### config.mk
export PLATFORM = sky130hd
export DESIGN_NAME = comm_resp_rx_flat
export DESIGN_NICKNAME = d
export VERILOG_FILES = /design/src/rtl/comm_resp_rx_if.sv /design/src/rtl/comm_resp_rx.sv /design/src/flat_wrapper.sv
export SDC_FILE = /design/constraint.sdc
export NUM_CORES = 1
export LEC_CHECK = 0
export ABC_CLOCK_PERIOD_IN_PS = 2300
export BUFFER_PORTS_ARGS = -buffer_cell sky130_fd_sc_hd__buf_4
export CAP_MARGIN = 20
export CORE_MARGIN = 2
export CORE_UTILIZATION = 25
export DETAILED_ROUTE_END_ITERATION = 8
export PLACE_DENSITY = 0.37
export SLEW_MARGIN = 15
export SYNTH_ARGS = -nofsm -noshare
export SYNTH_HDL_FRONTEND = slang
export SYNTH_SLANG_ARGS = --single-unit
### constraint.sdc
create_clock -name clk -period 2.3 [get_ports clk]
set_input_delay 0.345 -clock clk [delete_from_list [all_inputs] [get_ports clk]]
set_output_delay 0.345 -clock clk [all_outputs]
set_load 0.1 [all_outputs]
### src/rtl/comm_resp_rx_if.sv
// Response-link signals between the command master and the response receiver.
// The bench drives through master; the receiver attaches to slave.
interface comm_resp_rx_if;
  logic       RX;
  logic       cmd_cmplt;
  logic       clr_resp_rdy;
  logic [7:0] resp;
  logic       resp_rdy;
  logic       frm_err;
  logic       resp_timeout;

  modport master (
    output RX, cmd_cmplt, clr_resp_rdy,
    input  resp, resp_rdy, frm_err, resp_timeout
  );

  modport slave (
    input  RX, cmd_cmplt, clr_resp_rdy,
    output resp, resp_rdy, frm_err, resp_timeout
  );
endinterface

### src/rtl/comm_resp_rx.sv
// 8N1 receiver for the one-byte response to each command.
// Also runs a timeout that is armed by cmd_cmplt and disarmed by a start edge.
module comm_resp_rx #(
  parameter int unsigned BAUD_DIV    = 2604,
  parameter int unsigned TIMEOUT_CYC = 1000000
) (
  input logic           clk,
  input logic           rst_n,
  comm_resp_rx_if.slave bus
);
  localparam int unsigned BW = $clog2(BAUD_DIV);
  localparam int unsigned TW = $clog2(TIMEOUT_CYC);
  localparam logic [BW-1:0] HalfLoad = BW'(BAUD_DIV / 2 - 1);
  localparam logic [BW-1:0] FullLoad = BW'(BAUD_DIV - 1);
  // The counter that reaches TIMEOUT_CYC-1 on this edge sets the flag on the same edge.
  localparam logic [TW-1:0] ToLast = TW'(TIMEOUT_CYC - 2);

  typedef enum logic [1:0] {StIdle, StStart, StData, StStop} state_e;

  state_e          state_q, state_d;
  logic [BW-1:0]   baud_q, baud_d;
  logic [2:0]      bit_q, bit_d;
  logic [7:0]      shift_q, shift_d;
  logic            good_q, good_d;
  logic            err_q, err_d;
  logic            rx_meta, rx_sync, rx_prev;
  logic            start_edge, tick;
  logic [7:0]      resp_q;
  logic            rdy_q, frm_err_q;
  logic [TW-1:0]   to_cnt_q;
  logic            armed_q, timeout_q;

  always_ff @(posedge clk) begin
    if (!rst_n) begin
      rx_meta <= 1'b1;
      rx_sync <= 1'b1;
      rx_prev <= 1'b1;
    end else begin
      rx_meta <= bus.RX;
      rx_sync <= rx_meta;
      rx_prev <= rx_sync;
    end
  end

  assign start_edge = rx_prev & ~rx_sync;
  assign tick       = (baud_q == '0);

  always_ff @(posedge clk) begin
    if (!rst_n) begin
      state_q <= StIdle;
      baud_q  <= '0;
      bit_q   <= '0;
      shift_q <= '0;
      good_q  <= 1'b0;
      err_q   <= 1'b0;
    end else begin
      state_q <= state_d;
      baud_q  <= baud_d;
      bit_q   <= bit_d;
      shift_q <= shift_d;
      good_q  <= good_d;
      err_q   <= err_d;
    end
  end

  always_comb begin
    state_d = state_q;
    baud_d  = baud_q;
    bit_d   = bit_q;
    shift_d = shift_q;
    good_d  = 1'b0;
    err_d   = 1'b0;
    if (state_q != StIdle) baud_d = baud_q - 1'b1;
    unique case (state_q)
      StIdle: begin
        if (start_edge) begin
          state_d = StStart;
          baud_d  = HalfLoad;
        end
      end
      StStart: begin
        if (tick) begin
          baud_d = FullLoad;
          if (!rx_sync) begin
            bit_d   = '0;
            state_d = StData;
          end else begin
            state_d = StIdle;
          end
        end
      end
      StData: begin
        if (tick) begin
          baud_d  = FullLoad;
          shift_d = {rx_sync, shift_q[7:1]};
          bit_d   = bit_q + 3'd1;
          if (bit_q == 3'd7) state_d = StStop;
        end
      end
      StStop: begin
        if (tick) begin
          state_d = StIdle;
          good_d  = rx_sync;
          err_d   = ~rx_sync;
        end
      end
      default: state_d = StIdle;
    endcase
  end

  // A set from a completed frame beats any clear in the same cycle.
  always_ff @(posedge clk) begin
    if (!rst_n) begin
      resp_q    <= 8'h00;
      rdy_q     <= 1'b0;
      frm_err_q <= 1'b0;
    end else begin
      frm_err_q <= err_q;
      if (good_q) begin
        resp_q <= shift_q;
        rdy_q  <= 1'b1;
      end else if (bus.clr_resp_rdy || start_edge) begin
        rdy_q <= 1'b0;
      end
    end
  end

  always_ff @(posedge clk) begin
    if (!rst_n) begin
      to_cnt_q  <= '0;
      armed_q   <= 1'b0;
      timeout_q <= 1'b0;
    end else if (bus.cmd_cmplt) begin
      to_cnt_q  <= '0;
      armed_q   <= 1'b1;
      timeout_q <= 1'b0;
    end else begin
      if (bus.clr_resp_rdy) timeout_q <= 1'b0;
      if (start_edge) begin
        armed_q <= 1'b0;
      end else if (armed_q) begin
        to_cnt_q <= to_cnt_q + 1'b1;
        if (to_cnt_q == ToLast) begin
          timeout_q <= 1'b1;
          armed_q   <= 1'b0;
        end
      end
    end
  end

  assign bus.resp         = resp_q;
  assign bus.resp_rdy     = rdy_q;
  assign bus.frm_err      = frm_err_q;
  assign bus.resp_timeout = timeout_q;
endmodule

### src/flat_wrapper.sv
// flat-port wrapper written by rule: the top's interface ports become plain ports
module comm_resp_rx_flat 
#(
  parameter int unsigned BAUD_DIV    = 2604,
  parameter int unsigned TIMEOUT_CYC = 1000000
)
  (clk, rst_n, bus_RX, bus_cmd_cmplt, bus_clr_resp_rdy, bus_resp, bus_resp_rdy, bus_frm_err, bus_resp_timeout);
  comm_resp_rx_if bus_i ();
  input logic clk;
  input logic rst_n;
  input wire logic [$bits(bus_i.RX)-1:0] bus_RX;
  input wire logic [$bits(bus_i.cmd_cmplt)-1:0] bus_cmd_cmplt;
  input wire logic [$bits(bus_i.clr_resp_rdy)-1:0] bus_clr_resp_rdy;
  output wire logic [$bits(bus_i.resp)-1:0] bus_resp;
  output wire logic [$bits(bus_i.resp_rdy)-1:0] bus_resp_rdy;
  output wire logic [$bits(bus_i.frm_err)-1:0] bus_frm_err;
  output wire logic [$bits(bus_i.resp_timeout)-1:0] bus_resp_timeout;
  assign bus_i.RX = bus_RX;
  assign bus_i.cmd_cmplt = bus_cmd_cmplt;
  assign bus_i.clr_resp_rdy = bus_clr_resp_rdy;
  assign bus_resp = bus_i.resp;
  assign bus_resp_rdy = bus_i.resp_rdy;
  assign bus_frm_err = bus_i.frm_err;
  assign bus_resp_timeout = bus_i.resp_timeout;
  comm_resp_rx #(.BAUD_DIV(BAUD_DIV), .TIMEOUT_CYC(TIMEOUT_CYC)) u_core (.clk(clk), .rst_n(rst_n), .bus(bus_i));
endmodule
==> results of run 1 <==
[metrics by stage]
step	total power, uW	hold WS [ps]	worst slack [ps]
after floorplan	1931	386.3	26.36
after global placement	2373	391.6	197.4
after detailed placement	2359	390.9	184.5
after CTS	3988	181.6	166.1
after global routing	4172	203.6	71.34
final	3933	194.1	180.5
[report_power, final]
part / internal, uW / leakage (uW) / total, uW / switching, uW
clock: 1090 / 0.000172 / 1590 / 506
sequential: 1150 / 0.000502 / 1240 / 90.9
combinational: 478 / 0.000769 / 1100 / 621
total: 2720 / 0.00144 / 3930 / 1220
[layout make-up]
class,instances,area [um^2],share of cell area [%]
multi-input combinational,247,1642,43.79
tap,147,183.9,4.907
clock buffer,10,239.0,6.375
clock inverter,6,108.9,2.904
inverter,19,71.32,1.903
sequential,62,1241,33.11
timing repair buffer,35,262.8,7.009
[cells in the mapped netlist, types with 2 or more instances]
cell type | count | area, um^2
xnor2_1 | 5 | 43.79
nor4_2 | 2 | 25.02
or4_1 | 9 | 67.56
and4_1 | 3 | 26.28
or3_1 | 3 | 18.77
o211ai_1 | 4 | 30.03
nand4_1 | 14 | 87.58
nand3_1 | 13 | 65.06
nand4b_1 | 2 | 17.52
o31a_1 | 3 | 26.28
o21a_1 | 4 | 30.03
nand2_1 | 18 | 67.56
or4b_2 | 2 | 20.02
a21oi_1 | 18 | 90.09
clkbuf_1 | 13 | 48.80
inv_1 | 19 | 71.32
nor2_1 | 33 | 123.9
a41o_1 | 2 | 20.02
nor4_1 | 5 | 31.28
a32o_1 | 2 | 20.02
nor3_1 | 11 | 55.05
or2_2 | 3 | 18.77
a31oi_1 | 6 | 37.54
nor2b_1 | 3 | 18.77
dfxtp_1 | 62 | 1241
mux2i_1 | 19 | 190.2
a311oi_1 | 3 | 26.28
and2_1 | 4 | 25.02
o2111ai_1 | 2 | 17.52
o31ai_1 | 7 | 52.55
nand2b_1 | 5 | 31.28
o21ai_0 | 14 | 70.07
ha_1 | 11 | 137.6
and3_1 | 2 | 12.51
[worst max-delay path: stages (launching register included)]
cell and delay (ps):
dfxtp_1 320, inv_1 70, ha_1 200, or4_1 510, or4_4 430, and3_4 190, o31a_1 280
[per-layer routing]
layer	routed length [um]	share of wire, %
met5	0	0
met4	70	0.93
met3	175	2.3
met2	3654	48
met1	3662	48
[kinds of logic (layout without fill, tap and decap cells)]
group / count (synthesis) / count (layout)
buffers and inverters: 35 / 70
AO/OA/AOI/OAI: 74 / 74
AND/OR/NAND/NOR: 137 / 137
XOR/XNOR: 6 / 6
multiplexers: 19 / 19
adder cells (fa/ha/maj): 11 / 11
flip-flops: 62 / 62
[layout by cell type (no fill, tap or decap), types with 2 or more instances in the layout]
cell,n
dfxtp_1,62
and3_1,2
nor2_1,33
nor4_2,2
xnor2_1,5
nand2_1,18
or4_1,9
o2111ai_1,2
bufinv_16,3
or2_2,3
or3_1,3
and2_1,4
buf_4,35
nand4_1,14
clkinv_2,2
and4_1,3
ha_1,11
o21ai_0,14
inv_1,19
nand2b_1,5
a32o_1,2
nand4b_1,2
or4b_2,2
nor3_1,11
o31a_1,3
o31ai_1,7
nor2b_1,3
nand3_1,13
a41o_1,2
nor4_1,5
a21oi_1,18
o21a_1,4
a31oi_1,6
a311oi_1,3
o211ai_1,4
mux2i_1,19
clkbuf_16,9
[path summary, 6_finish.rpt]
check             slack [ps]               end              start  depth (start not counted)
setup reg to reg         180  u_core.baud_q[9]  u_core.state_q[0]                          6
hold / removal           190    u_core.rx_meta             bus_RX                          2
setup / recovery         180  u_core.baud_q[9]  u_core.state_q[0]                          6
hold reg to reg          400    u_core.rx_sync     u_core.rx_meta                          1
[state kept, by name, indices dropped and copies added (netlist names), named ones only]
signal and flops:
u_core.rx_sync 1, u_core.bit_q 3, u_core.armed_q 1, u_core.bus.resp 8
u_core.rx_prev 1, u_core.bus.resp_timeout 1, u_core.good_q 1, u_core.shift_q 8
u_core.bus.resp_rdy 1, u_core.bus.frm_err 1, u_core.to_cnt_q 20, u_core.state_q 1
u_core.err_q 1, u_core.rx_meta 1, u_core.baud_q 12
==> qor.yml, run 1 <==
run_status:
  status: "finished, final reports clean"
cells_and_area:
  fin_cells: 526
  diodes: 0
  fill_cells: 1296
  final_util_pct: 31.47
  final_layout_size_suffix_gt1_share_pct: 16.36
  area_growth_pct: 24.01
  fin_nets: 390
  design_area_mm2: 0.003749
floorplanning:
  io-pin-count: 16
  row_count: 40
  dieArea_mm2: 0.01299
  fp.dieH_um: 114.0
  core_area_mm2: 0.01191
  die_width_um: 114.0
  start_util_pct: 25.38
global_routing:
  grt_pass1_vias: 2583
  use_met1_pct: 15.54
  grt_pass1_wl_mm: 12.82
  grt_use_met2_pct: 21.11
  grt.total_usage_pct: 12.60
  top_usage_layer: "met2"
  antenna_found_initial: 0
  grt_remaining_overflow: 0
  use_met3_pct: 4.145
  grt_max_degree: 24
cts:
  post_cts_buffers: 0
  clock_path_buffers: 2
  cts_htree_levels: 3
  cts_tree: "built"
  clock_sinks: 62
  cts.clk_slew.worst_paths_ps: 60
  ctsHoldBuffers: 0
  cts_root_buffer: "clkbuf_16"
  cts-resized-gates: 0
  worstSkewPairLatency_ps: 330
  cts_buffers: 9
drt:
  wl_mm: 7.562
  drc: 0
  wire_per_inst_um: 14.38
  first_pass_iters: 4
  vias: 2641
  first_iter_violations: 131
  detail-route-antenna-nets: 0
  via_per_inst: 5.021
min_path:
  hp-class: "in -> reg"
logic_synthesis:
  synth_seq_cells: 62
  synth_simple_gate_area_share_pct: 25.12
  avgSynthCellArea_um2: 8.787
  synth_xor_area_share_pct: 1.738
  yosysSeqAreaShare_pct: 41.06
  synth_area_mm2: 0.003023
  yosysWarnings: 0
  synthArstFlopShare_pct: 0
  synthMuxAreaShare_pct: 6.291
  synth_top_family_by_area: "simple AND/OR/NAND/NOR gates"
  synthAdderAreaFrac_pct: 4.553
  synth_cell_types: 52
  synth_enable_flop_cells: 0
  synthCells: 344
  synth_nets: 360
  ys.flop_type: "dfxtp_1"
  synth-compound-area-share_pct: 16.60
job:
  cap_violations: 0
timing:
  hold_viol: 0
  clock.fmax_mhz: 471.8
  worstMarginPinSlew_ps: 553.2
  fin_crit_ps: 2119
  fin_worst_skew_ps: 7.335
  rsz0062_at_grt: "false"
  max_slew_margin_pct: 63.12
  setup_viol: 0
  report.final.slew_viol_count: 0
  period_share_pct: 92.15
  fin_tns_setup_ps: 0
placed_design:
  dpl.hpwl_mm: 5.332
  portBuffers: 15
  dpl-instance-area_mm2: 0.003401
  gp_routability_congestion: 0.7551
  dp_cells: 510
setup_path:
  worstPathArrival_ps: 2330
  worstSetupPathType: "reg -> reg"
  startpoint_type: "flop"
  cp-end-kind: "flop"
  cp_data_required_time_ps: 2520
  crit_fanout: 3
pwr:
  p_leak_uw: 0.001443
  ir_drop_mv: 0.4514
  powerDensity_mw_per_mm2: 1049
No activity file was read; power rests on OpenSTA's default activity.
==> inputs of run 2 (changes only) <==
--- a/config.mk
+++ b/config.mk
@@ -5,6 +5,7 @@
 export SDC_FILE = /design/constraint.sdc
 export NUM_CORES = 1
 export LEC_CHECK = 0
+export ABC_AREA = 1
 export ABC_CLOCK_PERIOD_IN_PS = 2300
 export BUFFER_PORTS_ARGS = -buffer_cell sky130_fd_sc_hd__buf_4
 export CAP_MARGIN = 20
==> run 2 against run 1 <==
Net effect:
- non-clock buffer count down 16
- maximum frequency increased by 15%
- sequential share of layout area decreased by 0.31 points
- critical path depth up 2
==> qor.yml, run 2 <==
pwr:
  p_sw_share_pct: 40.43  # +9.5 points
  ir_drop_mv: 0.4226  # -6.4%
  netSwitchingPower_uw: 1762  # +45%
  powerDensity_mw_per_mm2: 1152  # +9.8%
  p_comb_share_pct: 38.3  # +10 points
  p_leak_uw: 0.001554  # +7.7%
  power.internal_uw: 2597  # -4.4%
  clkPwrFrac_pct: 30.9  # -9.6 points
  seqPwrFrac_pct: 30.7  # -0.9 points
timing:
  rsz0062_at_grt: "false"
  hold_viol: 0  # unchanged
  report.final.slew_viol_count: 0  # unchanged
  fin_tns_setup_ps: 0  # unchanged
  max_slew_margin_pct: 71.07  # +8.0 points
  fin_crit_ps: 1843  # -276.2 ps
  clock.fmax_mhz: 542.5  # +15%
  worstMarginPinSlew_ps: 433.9  # -119.3 ps
  period_share_pct: 80.14  # -12 points
  fin_worst_skew_ps: 7.812  # +0.4765 ps
  setup_viol: 0  # unchanged
setup_path:
  cp_top_family: "simple AND/OR/NAND/NOR gates"
  startpoint_type: "flop"
  crit_path_frequent_cell: "nand3_1"
  cp-end-kind: "flop"
  worstSetupPathType: "reg -> reg"
  path_buf_inv: 2  # +1
  crit_fanout: 7  # +4
  path_cells: "inv_1 > ha_1 > inv_2 > nand3_1 > nor3_1 > nand3_1 > a21oi_1 > nor2_1"
  cp_data_required_time_ps: 2530  # about the same
  cp_slowest_cell: "dfxtp_1"
  worstPathArrival_ps: 2070  # -260 ps
  max_stage_delay_ps: 410  # -100 ps
cts:
  cts_tree: "built"
  clock_path_buffers: 2  # unchanged
  ctsHoldBuffers: 0  # unchanged
  clock_sinks: 62  # unchanged
  worstSkewPairLatency_ps: 330  # about the same
  cts_buffers: 9  # unchanged
  post_cts_buffers: 0  # unchanged
  cts_htree_levels: 3  # unchanged
  cts_root_buffer: "clkbuf_16"
  cts.clk_slew.worst_paths_ps: 60  # about the same
  cts-resized-gates: 0  # unchanged
logic_synthesis:
  post-synth-top-area-cell: "dfxtp_1"
  synth_top_cell_area_share_pct: 39.18  # -1.9 points
  synth_top_family_by_area: "simple AND/OR/NAND/NOR gates"
  synth_simple_gate_area_share_pct: 33.81  # +8.7 points
  synth.area.top_cells: "dfxtp_1 (39%), nand2_1 (8.4%), nor2_1 (7.6%)"
  synthArstFlopShare_pct: 0  # unchanged
  yosysSeqAreaShare_pct: 39.18  # -1.9 points
  synthTopCellsByCount: "nand2_1 (71), nor2_1 (64), dfxtp_1 (62), inv_1 (53), a21oi_1 (31)"
  synthAdderAreaFrac_pct: 4.344  # -0.21 points
  synth_area_mm2: 0.003168  # +4.8%
  synthMuxAreaShare_pct: 0  # -6.3 points
  synth_nets: 451  # +25%
  ys.flop_type: "dfxtp_1"
  synthCells: 435  # +26%
  yosysMostFrequentCell: "nand2_1"
  synth-compound-area-share_pct: 13.35  # -3.2 points
  synth_cell_types: 39  # -25%
  synth_seq_cells: 62  # unchanged
  synth_enable_flop_cells: 0  # unchanged
  yosysWarnings: 0  # unchanged
  synth_xor_area_share_pct: 1.382  # -0.36 points
  avgSynthCellArea_um2: 7.283  # -17%
floorplanning:
  die_width_um: 116.6  # +2.3%
  io-pin-count: 16  # unchanged
  fp.dieH_um: 116.6  # +2.3%
  dieArea_mm2: 0.01359  # +4.6%
  row_count: 41  # +2.5%
  start_util_pct: 25.31  # -0.068 points
  core_area_mm2: 0.01252  # +5.1%
global_routing:
  antenna_found_initial: 0  # unchanged
  grt_remaining_overflow: 0  # unchanged
  grt_pass1_vias: 2604  # +0.81%
  grt_pass1_wl_mm: 12.76  # -0.48%
  grt_max_degree: 25  # +4.2%
  grt.total_usage_pct: 12.22  # -0.38 points
drt:
  first_pass_iters: 4  # unchanged
  wire_per_inst_um: 12.00  # -17%
  first_iter_violations: 141  # +7.6%
  via_per_inst: 4.355  # -13%
  vias: 2770  # +4.9%
  wl_mm: 7.632  # +0.93%
  detail-route-antenna-nets: 0  # unchanged
  drc: 0  # unchanged
placed_design:
  portBuffers: 15  # unchanged
  gp_routability_congestion: 0.8049  # +6.6%
  dpl-instance-area_mm2: 0.003492  # +2.7%
  dpl.hpwl_mm: 5.635  # +5.7%
  dp_cells: 620  # +22%
cells_and_area:
  diodes: 0  # unchanged
  layout.cells.most_common: "nand2_1"
  largest_register: "u_core.to_cnt_q"
  design_area_mm2: 0.003784  # +0.93%
  final_layout_size_suffix_gt1_share_pct: 15.73  # -0.63 points
  fin_nets: 475  # +22%
  reg_top3: "u_core.to_cnt_q (20), u_core.baud_q (12)"
  final_cell_mix: "nand2_1 (71), nor2_1 (64), dfxtp_1 (62)"
  largest_reg_flops: 20  # unchanged
  area_growth_pct: 19.43
  fin_cells: 636  # +21%
min_path:
  hp-class: "in -> reg"
job:
  cap_violations: 0  # unchanged
run_status:
  status: "finished, final reports clean"
## run 2: cell type report
cell class | count | area (um^2)
Timing Repair Buffer | 19 | 142.6
Multi-Input combinational cell | 309 | 1675
Fill cell | 1400 | 8733
Tap cell | 172 | 215.2
Inverter | 58 | 217.7
Clock buffer | 10 | 229.0
Sequential cell | 62 | 1241
Clock inverter | 6 | 62.56
## run 2: worst paths after layout
check,from,to,slack (ps),cells past startpoint
worst min-delay path,bus_RX,u_core.rx_meta,220,2
worst max register to register,u_core.state_q[0],u_core.baud_q[10],460,8
worst max-delay path,u_core.state_q[0],u_core.baud_q[10],460,8
worst min register to register,u_core.rx_meta,u_core.rx_sync,400,1
## run 2: worst reg2reg max path: stages, from the launching register on
cell and delay, ps:
dfxtp_1 410, inv_1 130, ha_1 330, inv_2 200, nand3_1 150, nor3_1 220
nand3_1 100, a21oi_1 150, nor2_1 50
## run 2: kinds of logic (layout without fill, tap and decap cells)
| family | after synthesis | count (layout) |
|---|---|---|
| AND/OR/NAND/NOR | 215 | 215 |
| XOR/XNOR | 5 | 5 |
| adder cells (fa/ha/maj) | 11 | 11 |
| AO/OA/AOI/OAI | 78 | 78 |
| flip-flops | 62 | 62 |
| buffers and inverters | 64 | 93 |
## run 2: layer usage
metal / GRT usage (%) / up-vias / part of all wire [%]
met5: 0 / - / 0
met4: 5.412 / 0 / 2.1
met3: 3.269 / 14 / 3.5
met2: 19.61 / 40 / 46
met1: 15.43 / 1250 / 48
li1: - / 1466 / -
## run 2: power groups by stage
stage                     Sequential (uW)  Clock [uW]  Combinational, uW
after global routing                 1360        1440               1900
after CTS                            1340        1390               1700
after detailed placement             1360           0               1680
after global placement               1370           0               1700
after floorplan                      1340           0               1340
final                                1340        1350               1670
## run 2: stage by stage
| step | worst slack (ps) | total power [uW] | util [%] | hold slack, ps |
|---|---|---|---|---|
| final | 456.8 | 4359 | 30.23 | 216.5 |
| after detailed placement | 456.0 | 3045 | 27.90 | 397.6 |
| after global routing | 199.4 | 4696 | 30.23 | 218.5 |
| after CTS | 444.2 | 4428 | 30.23 | 210.5 |
| after global placement | 509.8 | 3067 | 27.90 | 396.1 |
| after floorplan | 677.2 | 2674 | - | 390.5 |
==> inputs of run 3 (changes only) <==
--- a/config.mk
+++ b/config.mk
@@ -6,13 +6,13 @@
 export NUM_CORES = 1
 export LEC_CHECK = 0
 export ABC_AREA = 1
-export ABC_CLOCK_PERIOD_IN_PS = 2300
+export ABC_CLOCK_PERIOD_IN_PS = 1800
 export BUFFER_PORTS_ARGS = -buffer_cell sky130_fd_sc_hd__buf_4
 export CAP_MARGIN = 20
 export CORE_MARGIN = 2
 export CORE_UTILIZATION = 25
 export DETAILED_ROUTE_END_ITERATION = 8
-export PLACE_DENSITY = 0.37
+export PLACE_DENSITY = 0.35
 export SLEW_MARGIN = 15
 export SYNTH_ARGS = -nofsm -noshare
 export SYNTH_HDL_FRONTEND = slang
==> constraint.sdc (replaced) <==
create_clock -name clk -period 1.8 [get_ports clk]
set_input_delay 0.27 -clock clk [delete_from_list [all_inputs] [get_ports clk]]
set_output_delay 0.27 -clock clk [all_outputs]
set_load 0.1 [all_outputs]
==> run 3 against run 2 <==
Net effect:
- combinational power rose by 46%
- largest power group unchanged
- maximum frequency is 10% higher
- sequential share of layout area decreased by 0.96 points
- non-clock buffer count grew 8
- die area stayed put
- via count rose by 0.76%
- cell area is 3.0% higher
- first-iteration DRC count decreased by 32%
- register-to-register slack got worse by 330 ps
- final cell count increased by 1.3%
==> qor.yml, run 3 (synthesis results as in run 2) <==
cells_and_area:
  fin_cells: 644  # +1.3%
  design_area_mm2: 0.003897  # +3.0%
  layout.cells.most_common: "nand2_1"
  diodes: 0  # unchanged
  final_layout_size_suffix_gt1_share_pct: 17.80  # +2.1 points
  fill_cells: 1415  # +1.1%
  fin_nets: 483  # +1.7%
  area_growth_pct: 23.03
  final_cell_mix: "nand2_1 (71), nor2_1 (63), dfxtp_1 (62)"
  largest_register: "u_core.to_cnt_q"
  largest_reg_flops: 20  # unchanged
  reg_top3: "u_core.to_cnt_q (20), u_core.baud_q (12)"
cts:
  cts_tree: "built"
  cts_root_buffer: "clkbuf_16"
  clock_path_buffers: 2  # unchanged
  cts-resized-gates: 0  # unchanged
  ctsHoldBuffers: 0  # unchanged
  cts.clk_slew.worst_paths_ps: 50  # about the same
  cts_buffers: 9  # unchanged
  clock_sinks: 62  # unchanged
  post_cts_buffers: 0  # unchanged
  cts_htree_levels: 3  # unchanged
  worstSkewPairLatency_ps: 340  # about the same
setup_path:
  max_stage_delay_ps: 380  # -30 ps
  crit_fanout: 7  # unchanged
  path_cells: "inv_1 > ha_2 > nor2_1 > nand2_1 > nor2_4 > nand2_1 > nand2_1 > nand2_1 > nand2_1 > nand2_1 > nor2_1 > nor2_1"
  cp_top_family: "simple AND/OR/NAND/NOR gates"
  cp_slowest_cell: "dfxtp_1"
  worstPathArrival_ps: 1890  # -180 ps
  cp_data_required_time_ps: 2020  # -510 ps
  worstSetupPathType: "reg -> reg"
  path_buf_inv: 1  # -1
  crit_path_frequent_cell: "nand2_1"
  cp-end-kind: "flop"
  startpoint_type: "flop"
global_routing:
  use_met3_pct: 4.774  # +1.5 points
  top_usage_layer: "met2"
  grt_remaining_overflow: 0  # unchanged
  antenna_found_initial: 0  # unchanged
  grt_use_met2_pct: 20.74  # +1.1 points
  grt_pass1_vias: 2718  # +4.4%
  grt_pass1_wl_mm: 13.36  # +4.7%
  use_met1_pct: 16.27  # +0.84 points
  grt_max_degree: 25  # unchanged
  grt.total_usage_pct: 12.96  # +0.73 points
placed_design:
  place_ws_ps: 18.13  # -437.9 ps
  dpl-instance-area_mm2: 0.003565  # +2.1%
  dp_cells: 628  # +1.3%
  gp_routability_congestion: 0.8079  # +0.37%
  portBuffers: 15  # unchanged
  dpl.hpwl_mm: 5.983  # +6.2%
job:
  cap_violations: 0  # unchanged
drt:
  wl_mm: 7.960  # +4.3%
  via_per_inst: 4.334  # -0.49%
  first_pass_iters: 4  # unchanged
  drc: 0  # unchanged
  wire_per_inst_um: 12.36  # +3.0%
  first_iter_violations: 96  # -32%
  detail-route-antenna-nets: 0  # unchanged
  vias: 2791  # +0.76%
floorplanning:
  io-pin-count: 16  # unchanged
  row_count: 41  # unchanged
  die_width_um: 116.6  # unchanged
  dieArea_mm2: 0.01359  # unchanged
  start_util_pct: 25.31  # unchanged
  core_area_mm2: 0.01252  # unchanged
  fp.dieH_um: 116.6  # unchanged
pwr:
  ir_drop_mv: 0.4321  # +2.2%
  clkPwrFrac_pct: 30.8  # about the same
  p_leak_uw: 0.001618  # +4.2%
  p_comb_share_pct: 40.8  # +2.5 points
  seqPwrFrac_pct: 28.4  # -2.3 points
  netSwitchingPower_uw: 2299  # +30%
  power_uw: 5982  # +37%
  p_sw_share_pct: 38.43  # -2.0 points
  powerDensity_mw_per_mm2: 1535  # +33%
  power.internal_uw: 3683  # +42%
timing:
  setup_viol: 0  # unchanged
  setup_ws_ps: 127.2  # -329.5 ps
  hold_viol: 0  # unchanged
  fin_tns_setup_ps: 0  # unchanged
  max_slew_margin_pct: 69.68  # -1.4 points
  rsz0062_at_grt: "true"
  clock.fmax_mhz: 597.8  # +10%
  period_share_pct: 92.93  # +13 points
  worstMarginPinSlew_ps: 454.8  # +20.87 ps
  fin_worst_skew_ps: 9.173  # +1.361 ps
  fin_crit_ps: 1673  # -170.5 ps
  report.final.slew_viol_count: 0  # unchanged
run_status:
  status: "finished, final reports clean"
min_path:
  worstHoldStart: "bus_RX"
  hp-class: "in -> reg"
-- run 3: path summary, 6_finish.rpt --
check	cells past startpoint	end	slack, ps
worst max-delay path	12	u_core.baud_q[11]	130
worst min-delay path	2	u_core.rx_meta	130
worst max register to register	12	u_core.baud_q[11]	130
worst min register to register	2	u_core.bus.frm_err	420
-- run 3: area by class of cell --
cell class                      instances  area, um^2  share of cell area [%]
Inverter                               58       220.2                   5.650
Clock buffer                           10       229.0                   5.875
Timing Repair Buffer                   27       215.2                   5.522
Clock inverter                          6       86.33                   2.215
Sequential cell                        62        1241                   31.85
Tap cell                              172       215.2                   5.522
Multi-Input combinational cell        309        1690                   43.37
-- run 3: worst register-to-register path: cells and delay by family (launching register included) --
| family | cells | cell delay (ps) |
|---|---|---|
| fa+ha+maj | 1 | 250 |
| buf+inv | 1 | 100 |
| flops | 1 | 380 |
| simple gates | 10 | 810 |
-- run 3: power groups by stage --
stage | clock, uW | combinational, uW | sequential [uW]
6_report | 1840 | 2440 | 1700
5_1_grt | 1960 | 2740 | 1730
4_1_cts | 1920 | 2410 | 1700
3_5_place_dp | 0 | 2400 | 1730
3_3_place_gp | 0 | 2420 | 1730
2_1_floorplan | 0 | 1710 | 1710
-- run 3: metal layers --
metal  vias to the layer above  wire length (um)
met1                      1274              3973
li1                       1488                 -
met2                        25              3746
met4                         0                47
met3                         4               192
met5                         -                 0
-- run 3: stage by stage --
| step | hold slack [ps] | util (%) |
|---|---|---|
| floorplan | 359.4 | - |
| detailed placement | 419.0 | 28.48 |
| global placement | 412.7 | 28.48 |
| finish | 132.3 | 31.14 |
| global route | 122.0 | 31.14 |
| CTS | 121.1 | 31.00 |
